`src/rtl/selector_1_to_2_stream_pkg.sv`:
```
// selector_pkg: shared FSM state encoding and port identifiers for selector_1_to_2_stream
package selector_pkg;
  typedef enum logic [1:0] {
    IDLE    = 2'd0,
    ROUTE_A = 2'd1,
    ROUTE_B = 2'd2
  } state_t;
  localparam logic PORT_A = 1'b1;
  localparam logic PORT_B = 1'b0;
endpackage

```
`src/rtl/stream_reg_slice.sv`:
```
// stream_reg_slice: one-entry data+last valid/ready register stage with slot_free
module stream_reg_slice #(
  parameter int WIDTH = 32
) (
  input  logic             clk,
  input  logic             rst,
  input  logic             wr,
  input  logic [WIDTH-1:0] wdata,
  input  logic             wlast,
  output logic [WIDTH-1:0] data,
  output logic             last,
  output logic             valid,
  input  logic             ready,
  output logic             slot_free
);
  assign slot_free = !valid || ready;
  always_ff @(posedge clk) begin
    if (rst) begin
      data  <= '0;
      last  <= 1'b0;
      valid <= 1'b0;
    end else if (wr) begin
      data  <= wdata;
      last  <= wlast;
      valid <= 1'b1;
    end else if (valid && ready) begin
      valid <= 1'b0;
    end
  end
endmodule

```
`src/rtl/selector_1_to_2_stream.sv`:
```
// selector_1_to_2_stream: registered 1-to-2 packet distributor, round-robin steering when SELECTOR_1_TO_2_RR_EN is defined
module selector_1_to_2_stream
  import selector_pkg::*;
#(
  parameter int WIDTH = 32
) (
  input  logic             clk,
  input  logic             rst,
  input  logic [WIDTH-1:0] in_data,
  input  logic             in_valid,
  input  logic             in_last,
  input  logic             in_sel,
  output logic             in_ready,
  output logic [WIDTH-1:0] a_data,
  output logic             a_valid,
  output logic             a_last,
  input  logic             a_ready,
  output logic [WIDTH-1:0] b_data,
  output logic             b_valid,
  output logic             b_last,
  input  logic             b_ready,
  output logic             busy
);
  state_t state, state_nxt;
  logic idle_sel, target, accept, a_free, b_free;
`ifdef SELECTOR_1_TO_2_RR_EN
  logic rr_next;
  always_ff @(posedge clk) begin
    rr_next <= rst ? PORT_A : (accept && in_last) ? !rr_next : rr_next;
  end
  assign idle_sel = rr_next;
`else
  assign idle_sel = in_sel;
`endif
  always_comb begin
    target    = (state == IDLE) ? idle_sel : (state == ROUTE_A) ? PORT_A : PORT_B;
    in_ready  = (target == PORT_A) ? a_free : b_free;
    accept    = in_valid && in_ready;
    state_nxt = !accept ? state : in_last ? IDLE : (target == PORT_A) ? ROUTE_A : ROUTE_B;
  end
  always_ff @(posedge clk) begin
    state <= rst ? IDLE : state_nxt;
  end
  assign busy = (state != IDLE);
  stream_reg_slice #(.WIDTH(WIDTH)) u_a (
    .clk(clk), .rst(rst), .wr(accept && target == PORT_A), .wdata(in_data), .wlast(in_last),
    .data(a_data), .last(a_last), .valid(a_valid), .ready(a_ready), .slot_free(a_free)
  );
  stream_reg_slice #(.WIDTH(WIDTH)) u_b (
    .clk(clk), .rst(rst), .wr(accept && target == PORT_B), .wdata(in_data), .wlast(in_last),
    .data(b_data), .last(b_last), .valid(b_valid), .ready(b_ready), .slot_free(b_free)
  );
endmodule

```
`config.mk`:
```
export PLATFORM = sky130hd
export DESIGN_NAME = selector_1_to_2_stream
export DESIGN_NICKNAME = d
export VERILOG_FILES = /design/src/rtl/selector_1_to_2_stream_pkg.sv /design/src/rtl/stream_reg_slice.sv /design/src/rtl/selector_1_to_2_stream.sv
export SDC_FILE = /design/constraint.sdc
export NUM_CORES = 1
export LEC_CHECK = 0
export BUFFER_PORTS_ARGS = -buffer_cell sky130_fd_sc_hd__clkbuf_2
export CELL_PAD_IN_SITES_DETAIL_PLACEMENT = 1
export CELL_PAD_IN_SITES_GLOBAL_PLACEMENT = 1
export CORE_AREA = 2 2 88 90
export CTS_BUF_LIST = sky130_fd_sc_hd__clkbuf_8
export CTS_CLUSTER_DIAMETER = 80
export DETAILED_ROUTE_END_ITERATION = 12
export DIE_AREA = 0 0 90 92
export PLACE_DENSITY = 0.94
export SETUP_SLACK_MARGIN = 0.2
export SYNTH_ARGS = -nofsm -noshare
export SYNTH_HDL_FRONTEND = slang
export SYNTH_SLANG_ARGS = --single-unit
```
`constraint.sdc`:
```
create_clock -name clk -period 2.5 [get_ports clk]
set_clock_uncertainty 0.05 [all_clocks]
set_input_delay 0.375 -clock clk [delete_from_list [all_inputs] [get_ports clk]]
set_output_delay 0.375 -clock clk [all_outputs]
set_load 0.005 [all_outputs]
```
==> impl_metrics.toml <==
[outcome]
status = "finished clean"

[synth]
synth_compound_area_share_pct = 2.97
synth_adder_area_share_pct = 0
yosysWarningCount = 0
synth_xor_area_share_pct = 0
synth_top_area_share_pct = 47.5
synthArstFlopShare_pct = 0
synth.distinct_cells = 22
syn_nets = 310
synth_area_per_cell_um2 = 10.9
synth.most_common_cell = "nand2b_1"
synth_top_family_by_area = "multiplexers"
synth-seq-area-share_pct = 47.5
synth_ff_type = "dfxtp_1"
yosys-top-cells-count = "nand2b_1, dfxtp_1, mux2i_1"
netlist_area_um2 = 2950
synth.area.mux_share_pct = 22.8
synth_area_leader_cell = "dfxtp_1"
synthSimpleGateAreaFrac_pct = 22.6
synth_edf_count = 0
syn_inst = 271
synth.area.top_cells = "dfxtp_1, mux2i_1, nand2b_1"
ys_ff_latch = 70

[grt]
track_usage_pct = 17.8
overflow = 0
met3_usage_pct = 4.19
grt_pass1_wl_mm = 11.8
use_met2_pct = 31.3
grt_antenna_before_repair = 0
busiest_layer = "met2"
grt_pass1_vias = 2425
grt_max_degree = 41
grt.met1_usage_pct = 20.9

[floorplanning]
fp.dieArea_um2 = 8280
core_um2 = 7450
initial_utilization_pct = 39.7
io_pins = 109
rows = 32
fp.dieW_um = 90
die_height_um = 92

[pwr]
ir_drop_uv = 241
power_mw = 2.42
p_per_area_nw_per_um2 = 648
p_leak_nw = 1.79

[critical_path]
r2r_cells = 3
crit_type = "reg2out"
endpoint_kind = "output pin"
worst_setup_path_start_kind = "register"
cp_data_arrival_time_ps = 1390
crit_required_ps = 2080
cp_max_fo = 4

[cts]
cts_setup_buffers = 0
max-clock-path-buffers = 2
htreeDepth = 3
tritoncts = "yes"
cts_num_sinks = 70
cts-resized-gates = 0
clk_pin_slew_ps = 70
clkLatencyLatePin_ps = 330
root_buffer = "clkbuf_8"
cts_buffers = 9
cts_hold_buf = 0

[detailed_routing]
ant_nets = 0
drt_first_iter_violations = 25
wl_per_cell_um = 14.6
drc = 0
vias_per_cell = 4.62
drt_first_pass_iters = 3
vias = 2234
routed_wl_mm = 7.09

[timing]
final-hold-violation-count = 0
slew_headroom_pct = 52.0
setup_tns_ps = 0
rsz0062_at_grt = "false"
tightestPinTransition_ps = 719
slew_violations = 0
max_freq_ghz = 0.550
fin_crit_ps = 1820
finalSetupViolations = 0
period_share_pct = 72.7

[layout]
regArea_um2 = 1400
nets = 416
n_antenna_cell = 0
area_delta_synth_final_pct = 26.3
multiInputGateArea_um2 = 1430
n_fill_cell = 880
post-route-util_pct = 50.1
drive_gt1_share_pct = 34.6

[hold_path]
hold_path.class = "in2reg"
min_path_cells = 3

[placement]
gp_congestion = 0.742
io_buffers = 108
dp_hpwl_mm = 5.18

[run]
cap_violations = 0
through the flow:
step           worst slack, ps  cells  hold WS (ps)  instance area (µm²)
6_report                   682    484           260                 3730
5_1_grt                    617    484           262                 3730
4_1_cts                    661    484           248                 3730
3_5_place_dp               687    468           415                 3550
3_3_place_gp               747    468           407                 3550
2_1_floorplan             1150    271           415                 2950
layout by cell type, fill, tap and decap left out, types with 2 or more instances in the layout:
| cell type | netlist | layout |
|---|---|---|
| buf_4 | 3 | 5 |
| clkbuf_2 | 0 | 108 |
| inv_1 | 2 | 5 |
| nand2b_1 | 101 | 101 |
| clkbuf_8 | 0 | 9 |
| mux2i_1 | 66 | 66 |
| clkinv_2 | 0 | 2 |
| a21oi_1 | 2 | 2 |
| dfxtp_1 | 70 | 70 |
final timing paths:
path / start / to / slack (ps)
setup / recovery: state[0] / in_ready / 680
hold / removal: in_data[24] / u_a.data[24] / 260
setup reg to reg: state[0] / u_a.data[21] / 760
hold reg to reg: u_b.data[15] / u_b.data[15] / 430
final cells by class:
type                       count  area share (%)
multi-input combinational    181            38.4
clock inverter                 7            1.58
clock buffer                   9            3.32
sequential                    70            37.6
inverter                       2           0.201
timing repair buffer         113            15.5
tap                          102            3.42
cell families after synthesis:
family / count (synthesis)
mux: 67
flops: 70
simple gates: 106
buf+inv: 20
compound gates: 8
critical path: stages, from the launching register on:
cell and delay, ps:
dfxtp_1 370, o21bai_4 210, mux2_2 360, clkbuf_2 130
flip-flops by register name, summed over array words and instances, names as in the netlist:
| signal | cells |
|---|---|
| u_a.data | 32 |
| u_b.data | 32 |
| state | 2 |
| u_a.last | 1 |
| u_a.valid | 1 |
| u_b.last | 1 |
| u_b.valid | 1 |
metal layers:
layer / wire length (µm) / up-vias
met1: 3100 / 1053
met3: 348 / 8
met5: 0 / -
met2: 3530 / 68
li1: - / 1105
met4: 108 / 0
where the power goes:
group | total (mW) | switching, mW | internal (mW)
clock | 0.850 | 0.403 | 0.447
sequential | 1.23 | 0.0398 | 1.19
combinational | 0.339 | 0.164 | 0.175
Power figures use the tool's default switching activity.
